`src/rtl/pc_adder_if.sv`:
```
// Operand/result bundle for the registered PC adder.
// master drives operands, slave returns the registered result and flags.
interface pc_adder_if #(
    parameter int unsigned WIDTH = 32
);
    logic [WIDTH-1:0] IN1;
    logic [WIDTH-1:0] IN2;
    logic             Sub;
    logic             InValid;
    logic [WIDTH-1:0] OUT;
    logic             OutValid;
    logic             CarryOut;
    logic             Overflow;
    logic             Zero;

    modport master (
        output IN1, IN2, Sub, InValid,
        input  OUT, OutValid, CarryOut, Overflow, Zero
    );

    modport slave (
        input  IN1, IN2, Sub, InValid,
        output OUT, OutValid, CarryOut, Overflow, Zero
    );
endinterface

```
`src/rtl/pc_adder.sv`:
```
// Registered two-operand add/subtract unit, one result per cycle.
// Used for PC+4 and branch-target computation, with valid and status flags.
module pc_adder #(
    parameter int unsigned      WIDTH       = 32,
    parameter logic [WIDTH-1:0] RESET_VALUE = '0
) (
    input logic       Clk,
    input logic       Rst_n,
    pc_adder_if.slave bus
);
    localparam int unsigned MSB = WIDTH - 1;

    logic [WIDTH-1:0] b_eff;
    logic [WIDTH:0]   sum;

    logic [WIDTH-1:0] out_d, out_q;
    logic             valid_d, valid_q;
    logic             carry_d, carry_q;
    logic             ovf_d, ovf_q;
    logic             zero_d, zero_q;

    // Subtract as A + ~B + 1, so CarryOut reads as not-borrow.
    always_comb begin
        b_eff = bus.Sub ? ~bus.IN2 : bus.IN2;
        sum   = {1'b0, bus.IN1}
              + {1'b0, b_eff}
              + {{WIDTH{1'b0}}, bus.Sub};
    end

    // Operands are only looked at when InValid is high, so X inputs
    // during idle cycles never reach the held state.
    always_comb begin
        out_d   = out_q;
        carry_d = carry_q;
        ovf_d   = ovf_q;
        zero_d  = zero_q;
        valid_d = 1'b0;
        if (bus.InValid) begin
            out_d   = sum[MSB:0];
            carry_d = sum[WIDTH];
            ovf_d   = (bus.IN1[MSB] == b_eff[MSB])
                   && (sum[MSB] != bus.IN1[MSB]);
            zero_d  = (sum[MSB:0] == '0);
            valid_d = 1'b1;
        end
    end

    always_ff @(posedge Clk or negedge Rst_n) begin
        if (!Rst_n) begin
            out_q   <= RESET_VALUE;
            valid_q <= 1'b0;
            carry_q <= 1'b0;
            ovf_q   <= 1'b0;
            zero_q  <= (RESET_VALUE == '0);
        end else begin
            out_q   <= out_d;
            valid_q <= valid_d;
            carry_q <= carry_d;
            ovf_q   <= ovf_d;
            zero_q  <= zero_d;
        end
    end

    assign bus.OUT      = out_q;
    assign bus.OutValid = valid_q;
    assign bus.CarryOut = carry_q;
    assign bus.Overflow = ovf_q;
    assign bus.Zero     = zero_q;
endmodule

```
`src/flat_wrapper.sv`:
```
// flat-port wrapper written by rule: the top's interface ports become plain ports
module pc_adder_flat 
#(
    parameter int unsigned      WIDTH       = 32,
    parameter logic [WIDTH-1:0] RESET_VALUE = '0
)
  (Clk, Rst_n, bus_IN1, bus_IN2, bus_Sub, bus_InValid, bus_OUT, bus_OutValid, bus_CarryOut, bus_Overflow, bus_Zero);
  pc_adder_if #(.WIDTH(WIDTH)) bus_i ();
  input logic Clk;
  input logic Rst_n;
  input wire logic [$bits(bus_i.IN1)-1:0] bus_IN1;
  input wire logic [$bits(bus_i.IN2)-1:0] bus_IN2;
  input wire logic [$bits(bus_i.Sub)-1:0] bus_Sub;
  input wire logic [$bits(bus_i.InValid)-1:0] bus_InValid;
  output wire logic [$bits(bus_i.OUT)-1:0] bus_OUT;
  output wire logic [$bits(bus_i.OutValid)-1:0] bus_OutValid;
  output wire logic [$bits(bus_i.CarryOut)-1:0] bus_CarryOut;
  output wire logic [$bits(bus_i.Overflow)-1:0] bus_Overflow;
  output wire logic [$bits(bus_i.Zero)-1:0] bus_Zero;
  assign bus_i.IN1 = bus_IN1;
  assign bus_i.IN2 = bus_IN2;
  assign bus_i.Sub = bus_Sub;
  assign bus_i.InValid = bus_InValid;
  assign bus_OUT = bus_i.OUT;
  assign bus_OutValid = bus_i.OutValid;
  assign bus_CarryOut = bus_i.CarryOut;
  assign bus_Overflow = bus_i.Overflow;
  assign bus_Zero = bus_i.Zero;
  pc_adder #(.WIDTH(WIDTH), .RESET_VALUE(RESET_VALUE)) u_core (.Clk(Clk), .Rst_n(Rst_n), .bus(bus_i));
endmodule
```
`config.mk`:
```
export PLATFORM = sky130hd
export DESIGN_NAME = pc_adder_flat
export DESIGN_NICKNAME = d
export VERILOG_FILES = /design/src/rtl/pc_adder_if.sv /design/src/rtl/pc_adder.sv /design/src/flat_wrapper.sv
export SDC_FILE = /design/constraint.sdc
export NUM_CORES = 1
export LEC_CHECK = 0
export CELL_PAD_IN_SITES_DETAIL_PLACEMENT = 2
export CELL_PAD_IN_SITES_GLOBAL_PLACEMENT = 2
export CORE_MARGIN = 2
export CORE_UTILIZATION = 28
export CTS_CLUSTER_SIZE = 14
export DETAILED_ROUTE_END_ITERATION = 12
export GPL_ROUTABILITY_DRIVEN = 0
export PLACE_DENSITY = 0.93
export SKIP_LAST_GASP = 1
export SLEW_MARGIN = 20
export SYNTH_ARGS = -nofsm -noshare
export SYNTH_HDL_FRONTEND = slang
export SYNTH_SLANG_ARGS = --single-unit
```
`constraint.sdc`:
```
create_clock -name Clk -period 1.2 [get_ports Clk]
set_clock_uncertainty 0.1 [all_clocks]
set_input_delay 0.24 -clock Clk [delete_from_list [all_inputs] [get_ports Clk]]
set_output_delay 0.24 -clock Clk [all_outputs]
set_load 0.03 [all_outputs]
```
==> results of run 1 <==
-- cells in the mapped netlist (7+ instances only) --
cell type  instances
nand2_1           41
xor2_1            38
a21oi_1           36
dfrtp_1           35
o21ai_0           35
ha_1              34
nor2_1            24
inv_1             22
a21o_1            16
clkbuf_1          16
nand3_1           16
mux2_2            14
nor3_1            14
xnor2_1            9
nand4_1            8
o21a_1             8
o31ai_1            7
or3_1              7
-- cell families after synthesis --
| group | Yosys count |
|---|---|
| muxes | 16 |
| AOI/OAI and AO/OA | 150 |
| DFF | 36 |
| and+or+nand+nor | 138 |
| xor gates and xnor gates | 47 |
| adders and majority gates | 35 |
| buffers and inverters | 45 |
-- stage by stage --
step           instances  TNS (ns)  util, %  hold slack [ns]
2_1_floorplan        467    -43.26        -           -0.156
3_5_place_dp         874    -68.90     46.5            0.130
3_3_place_gp         874    -60.84     46.5            0.116
==> impl_metrics.json, run 1 <==
{
  "cts_hold_buf": 1,
  "ioPinCount": 104,
  "synth_seq_cells": 36,
  "synth_warnings": 0,
  "synth_compound_area_share_pct": 26.2,
  "die_h_um": 120,
  "syn_area_per_cell_um2": 8.13,
  "h-tree-depth": 2,
  "hpwl_mm": 17.4,
  "synth_simple_gate_area_share_pct": 17.9,
  "async_flop_share_pct": 100,
  "cts.sinks": 36,
  "synth_top_family_by_area": "compound AO/OA/AOI/OAI gates",
  "stop_stage": "clock tree synthesis (4_1_cts)",
  "syn-cell-area_um2": 3800,
  "synth_top_area_share_pct": 23.1,
  "synth_seq_area_share_pct": 23.7,
  "rows": 42,
  "status": "did not finish",
  "synth_top_area_cell": "dfrtp_1",
  "synth_nets": 570,
  "cts.repair.resized": 276,
  "place_ws_ns": -3.01,
  "root_buffer": "clkbuf_16",
  "firstError": "[ERROR DPL-0033] detailed placement checks failed during check placement.",
  "cts_buffer_depth": 2,
  "synth.area.mux_share_pct": 4.68,
  "ys_types": 60,
  "portBuffers": 103,
  "place_area_um2": 6160,
  "post_cts_buffers": 90,
  "dieWidth_um": 120,
  "cts_buffers": 5,
  "synth_area_leaders": "dfrtp_1 (23%), ha_1 (11%), xor2_1 (8.8%)",
  "yosys_most_used_dff": "dfrtp_1",
  "synthAdderAreaFrac_pct": 11.7,
  "postSynthCellCount": 467,
  "synth_edf_count": 0,
  "synth_xor_area_share_pct": 10.8,
  "start_util_pct": 28.7
}
==> inputs of run 2 (changes only) <==
--- a/config.mk
+++ b/config.mk
@@ -5,14 +5,11 @@
 export SDC_FILE = /design/constraint.sdc
 export NUM_CORES = 1
 export LEC_CHECK = 0
-export CELL_PAD_IN_SITES_DETAIL_PLACEMENT = 2
-export CELL_PAD_IN_SITES_GLOBAL_PLACEMENT = 2
 export CORE_MARGIN = 2
-export CORE_UTILIZATION = 28
-export CTS_CLUSTER_SIZE = 14
+export CORE_UTILIZATION = 25
 export DETAILED_ROUTE_END_ITERATION = 12
 export GPL_ROUTABILITY_DRIVEN = 0
-export PLACE_DENSITY = 0.93
+export PLACE_DENSITY_LB_ADDON = 0.15
 export SKIP_LAST_GASP = 1
 export SLEW_MARGIN = 20
 export SYNTH_ARGS = -nofsm -noshare
==> run 2 against run 1 <==
Against the previous run: the flow now finishes, with violations (negative setup slack); synthesized area is the same; synthesized cell count unchanged.
==> impl_metrics.json, run 2 <==
{
  "final_cell_mix": "buf_4 (212), buf_6 (56), clkdlybuf4s50_1 (35), dfrtp_1 (35), nand2_1 (33)",
  "route.detailed.drc": 0,
  "dr_wl_met2_mm": 7.60,
  "arrival_ns": 3.42,
  "wl_met3_um": 401,
  "final_util_pct": 57.3,
  "crit_family": "compound AO/OA/AOI/OAI gates",
  "synth_edf_count": 0,
  "rows": 45,
  "synth_compound_area_share_pct": 26.2,
  "cpMostUsedCell": "buf_4",
  "highest_layer": "met4",
  "fin_crit_sh_pct": 276,
  "p_per_area_nw_per_um2": 1260,
  "synthTopCellsByCount": "nand2_1 (41), xor2_1 (38), a21oi_1 (36), dfrtp_1 (35), o21ai_0 (35)",
  "synth_warnings": 0,
  "synth_seq_cells": 36,
  "drive_gt1_share_pct": 59.0,
  "cp_slowest_cell": "or4_1",
  "cp_max_fo": 6,
  "fillers": 1285,
  "synth_xor_area_share_pct": 10.8,
  "first_pass_iters": 5,
  "path_buf_inv": 5,
  "async_flop_share_pct": 100,
  "grt_pass1_vias": 4991,
  "die_area_um2": 16200,
  "setup-tns-final_ns": -44.72,
  "syn_to_final_growth_pct": 127,
  "cts.sinks": 36,
  "slew_headroom_pct": 65.6,
  "syn_area_per_cell_um2": 8.13,
  "rsz0062_at_grt": "true",
  "p_leak_nw": 3.88,
  "finalHoldViolCount": 0,
  "synth_top_family_by_area": "compound AO/OA/AOI/OAI gates",
  "synth_seq_area_share_pct": 23.7,
  "die_h_um": 127,
  "root_buffer": "clkbuf_16",
  "synth_top_area_share_pct": 23.1,
  "status": "complete, but fails checks",
  "postSynthCellCount": 467,
  "routedWlPerCell_um": 15.0,
  "regArea_um2": 902,
  "synth_nets": 570,
  "antenna_cells": 0,
  "cts_buffer_depth": 2,
  "cap_viol_max_count": 0,
  "slew_violations": 0,
  "portBuffers": 103,
  "crit_path_end_kind": "register",
  "first_iter_violations": 155,
  "yosys_most_used_dff": "dfrtp_1",
  "multi_input_comb_area_um2": 3900,
  "grt-ovfl-total": 0,
  "worstPathCellList": "buf_12, buf_8, xor2_2, buf_4, ha_4, nand2_4, o211a_4, buf_4, buf_6, or2_4, o21ai_2, o211ai_1, a2111oi_2, nand4_1, or4_1, o21ai_1",
  "layout_min_cycle_time_ns": 3.31,
  "start_kind": "primary input",
  "peakVddDrop_v": 0.000886,
  "clk_pin_slew_ns": 0.06,
  "grt_pass1_wl_mm": 24.2,
  "ioPinCount": 104,
  "synth_top_area_cell": "dfrtp_1",
  "slowest_delay_ns": 0.53,
  "tightest_slew_ns": 0.510,
  "ys_types": 60,
  "synth_most_common_cell": "nand2_1",
  "nNetsFinal": 912,
  "dieWidth_um": 127,
  "synthAdderAreaFrac_pct": 11.7,
  "largest_reg_flops": 32,
  "syn-cell-area_um2": 3800,
  "mostFrequentLayoutCell": "buf_4",
  "critical_path_class": "in2reg",
  "finalSetupViolCount": 38,
  "clkLatencyLatePin_ns": 0.27,
  "design.core.area_um2": 15000,
  "h-tree-depth": 2,
  "wl_mm": 15.0,
  "ant_nets": 0,
  "synth.area.mux_share_pct": 4.68,
  "routed_via_density": 4.79,
  "hpwl_mm": 10.9,
  "start_util_pct": 25.3,
  "synth_area_leaders": "dfrtp_1 (23%), ha_1 (11%), xor2_1 (8.8%)",
  "vias": 4776,
  "violations": "negative setup slack",
  "wl_met1_mm": 6.67,
  "grt_max_degree": 37,
  "cts_tree": "yes",
  "min_path_type": "in2reg",
  "synth_simple_gate_area_share_pct": 17.9,
  "antenna_found_initial": 0,
  "cts_buffers": 5,
  "layout_setup_ws_ns": -2.11,
  "fmax_ghz": 0.302,
  "grt_util_all_layers_pct": 18.0,
  "worst_ep_required_time_ns": 1.31
}
[run 2: logic make-up after synthesis]
logic type,after synthesis
flip-flops,36
XOR/XNOR,47
AND/OR/NAND/NOR,138
multiplexers,16
adder cells (fa/ha/maj),35
buffers and inverters,45
AO/OA/AOI/OAI,150
[run 2: metal layers]
| layer | GRT usage (%) | up-vias |
|---|---|---|
| met3 | 1.30 | 25 |
| met1 | 23.6 | 2266 |
| met2 | 32.6 | 98 |
| met5 | 0 | - |
| li1 | - | 2387 |
| met4 | 3.88 | 0 |
[run 2: area by class of cell]
cell class	instances	share of cell area (%)
clock buffer	5	1.45
clock inverter	3	0.494
inverter	22	0.959
multi-input combinational	386	45.3
sequential	36	10.5
tap	188	2.73
timing repair buffer	358	38.6
[run 2: worst paths after layout]
| check | startpoint | endpoint | slack (ns) | cells past startpoint |
|---|---|---|---|---|
| max | bus_Sub | u_core.bus.Zero | -2.11 | 16 |
| min | bus_InValid | u_core.bus.OutValid | 0.35 | 2 |
| max reg2reg | u_core.bus.OUT[19] | u_core.bus.OUT[19] | 0.14 | 2 |
| min reg2reg | u_core.bus.OUT[9] | u_core.bus.OUT[9] | 0.38 | 1 |
| max in group asynchronous | Rst_n | u_core.bus.Zero | 0.38 | 3 |
| min in group asynchronous | Rst_n | u_core.bus.OUT[2] | 0.36 | 3 |
[run 2: what timing repair did]
item / 4_1_cts / 5_1_grt
pin swaps: 115 / 69
setup buffers: 77 / 50
gates resized for setup: 239 / 106
gates cloned: 1 / 1
hold endpoints to repair: 35 / 0
endpoints found under the setup margin: 41 / 56
hold buffers: 1 / 0
[run 2: stage by stage]
step | worst slack, ns | cells | power, mW | hold slack, ns | area (um^2)
2_1_floorplan | -2.28 | 467 | 4.43 | -0.156 | 3970
3_3_place_gp | -2.59 | 903 | 7.27 | 0.121 | 6430
3_5_place_dp | -2.65 | 903 | 7.32 | 0.126 | 6430
4_1_cts | -2.05 | 978 | 10.3 | 0.372 | 8040
5_1_grt | -2.26 | 998 | 11.4 | 0.347 | 8610
6_report | -2.11 | 998 | 10.8 | 0.350 | 8610
[run 2: report_power, final]
group	internal (mW)	switching, mW	total [mW]
clock	0.975	0.508	1.48
combinational	4.13	3.40	7.53
sequential	1.54	0.285	1.83
No activity file was read; power rests on OpenSTA's default activity.
==> inputs of run 3 (changes only) <==
--- a/config.mk
+++ b/config.mk
@@ -6,7 +6,7 @@
 export NUM_CORES = 1
 export LEC_CHECK = 0
 export CORE_MARGIN = 2
-export CORE_UTILIZATION = 25
+export CORE_UTILIZATION = 35
 export DETAILED_ROUTE_END_ITERATION = 12
 export GPL_ROUTABILITY_DRIVEN = 0
 export PLACE_DENSITY_LB_ADDON = 0.15
==> constraint.sdc (replaced) <==
create_clock -name Clk -period 2.85 [get_ports Clk]
set_clock_uncertainty 0.1 [all_clocks]
set_input_delay 0.57 -clock Clk [delete_from_list [all_inputs] [get_ports Clk]]
set_output_delay 0.57 -clock Clk [all_outputs]
set_load 0.03 [all_outputs]
==> run 3 against run 2 <==
Against the previous run: the run still ends with negative setup slack left; via count shrank 5.9%; global-route usage grew 4.1 points; largest cell class unchanged; core utilization grew 8.3 points; worst setup slack improved by 1.3 ns; die area fell by 28%; sequential power is 60% lower.
==> impl_metrics.json, run 3 (synthesis results as in run 2) <==
{
  "grt_max_degree": 37,
  "layout_min_cycle_time_ns": 3.67,
  "cts.sinks": 36,
  "cap_viol_max_count": 0,
  "crit_path_end_kind": "register",
  "antenna_found_initial": 0,
  "slowest_delay_ns": 0.52,
  "violations": "negative setup slack",
  "cts_buffer_depth": 2,
  "syn_to_final_growth_pct": 84.8,
  "wl_mm": 13.1,
  "p_per_area_nw_per_um2": 511,
  "cpMostUsedCell": "o21ai_2",
  "drive_gt1_share_pct": 41.9,
  "first_pass_iters": 4,
  "gr-max-usage-layer": "met2",
  "routed_via_density": 5.16,
  "worst_ep_required_time_ns": 2.97,
  "tightest_slew_ns": 0.822,
  "rsz0062_at_grt": "true",
  "slew_violations": 0,
  "layoutNonFillerInstCount": 871,
  "status": "complete, but fails checks",
  "layout_setup_ws_ns": -0.819,
  "first_iter_violations": 196,
  "grt_pass1_wl_mm": 21.0,
  "min_path_type": "in2async",
  "grt-ovfl-total": 0,
  "die_h_um": 108,
  "ioPinCount": 104,
  "h-tree-depth": 2,
  "clk_pin_slew_ns": 0.08,
  "dieWidth_um": 108,
  "hpwl_mm": 10.1,
  "fin_crit_sh_pct": 129,
  "hold_ws_ns": 0.268,
  "clkLatencyLatePin_ns": 0.29,
  "fmax_ghz": 0.273,
  "start_util_pct": 35.5,
  "route.detailed.drc": 0,
  "gr-usage-met3_pct": 2.29,
  "design.core.area_um2": 10700,
  "grtUsageMet2_pct": 40.6,
  "mostFrequentLayoutCell": "buf_4",
  "cts_tree": "yes",
  "routedWlPerCell_um": 15.0,
  "finalHoldViolCount": 0,
  "critical_path_class": "in2reg",
  "peakVddDrop_v": 0.000263,
  "grt.met1_usage_pct": 27.7,
  "cp_max_fo": 6,
  "cts_buffers": 5,
  "power.total_mw": 3.59,
  "fillers": 885,
  "rows": 38,
  "largest_reg_flops": 32,
  "grt_util_all_layers_pct": 22.1,
  "vias": 4495,
  "die_area_um2": 11700,
  "start_kind": "primary input",
  "antenna_cells": 0,
  "final_cell_mix": "buf_4 (161), clkdlybuf4s50_1 (78), nand2_1 (35), dfrtp_1 (35), xor2_1 (33)",
  "arrival_ns": 3.79,
  "finalSetupViolCount": 14,
  "nNetsFinal": 833,
  "root_buffer": "clkbuf_8",
  "worstPathCellList": "buf_8, buf_12, xor2_1, ha_1, buf_6, nand2_2, o211a_4, buf_4, or2_2, o21ai_2, o211ai_1, a2111oi_2, nand4_1, or4_4, o21ai_2",
  "grt_pass1_vias": 4452,
  "cp_slowest_cell": "or4_4",
  "ant_nets": 0,
  "setup-tns-final_ns": -3.46,
  "p_leak_nw": 3.15,
  "slew_headroom_pct": 45.2,
  "portBuffers": 103,
  "final_util_pct": 65.6,
  "numPlacedInstances": 834
}
run 3: changes by cell type in the layout (fill, tap and decap cells not counted), moves of 10 or more:
cell             before  now
o21ai_0               7   18
xor2_1               23   33
buf_6                56   11
clkdlybuf4s50_1      35   78
buf_12               18    4
buf_4               212  161
run 3: what timing repair did:
action / in CTS / in global routing
resized for setup: 119 / 51
buffers inserted: 26 / 7
setup endpoints to repair: 25 / 22
pin swaps: 83 / 30
hold buffers: 0 / 0
run 3: routing by layer:
layer | up-vias | routed length, um | share of wire, %
met2 | 106 | 6640 | 51
met5 | - | 0 | 0
met4 | 0 | 248 | 1.9
met3 | 23 | 467 | 3.6
met1 | 2130 | 5740 | 44
li1 | 2236 | - | -
run 3: metrics by stage:
| stage | cell area, um^2 | worst slack (ns) |
|---|---|---|
| after floorplan | 3940 | -0.964 |
| after global placement | 6090 | -1.29 |
| after detailed placement | 6090 | -1.39 |
| after CTS | 6760 | -0.751 |
| after global routing | 7020 | -0.902 |
| final | 7020 | -0.819 |
run 3: area by class of cell:
type | instances | area, um^2 | share of cell area, %
clock buffer | 5 | 68.8 | 0.980
clock inverter | 3 | 18.8 | 0.267
inverter | 22 | 82.6 | 1.18
multi-input combinational | 386 | 3360 | 47.8
sequential | 36 | 902 | 12.9
tap | 140 | 175 | 2.50
timing repair buffer | 279 | 2410 | 34.4
run 3: where the power goes:
part,total (mW),switching [mW],internal [mW]
combinational,2.49,1.24,1.26
clock,0.363,0.193,0.170
sequential,0.729,0.0806,0.648
total,3.59,1.51,2.07
run 3: worst paths after layout:
check,startpoint,to,slack (ns),cells past startpoint
max in group asynchronous,Rst_n,u_core.bus.OUT[16],1.86,1
setup reg to reg,u_core.bus.OUT[15],u_core.bus.OUT[15],1.89,2
hold / removal,Rst_n,u_core.bus.OUT[0],0.27,1
hold reg to reg,u_core.bus.OUT[10],u_core.bus.OUT[10],0.38,1
min in group Clk,u_core.bus.OUT[10],u_core.bus.OUT[10],0.38,1
setup / recovery,bus_Sub,u_core.bus.Zero,-0.82,15
run 3: worst max-delay path, delay by kind of cell:
kind	cells	cell delay, ns
and+or+nand+nor	4	1.07
buffers and inverters	4	0.48
xor gates and xnor gates	1	0.16
adders and majority gates	1	0.33
AOI/OAI and AO/OA	5	1.16
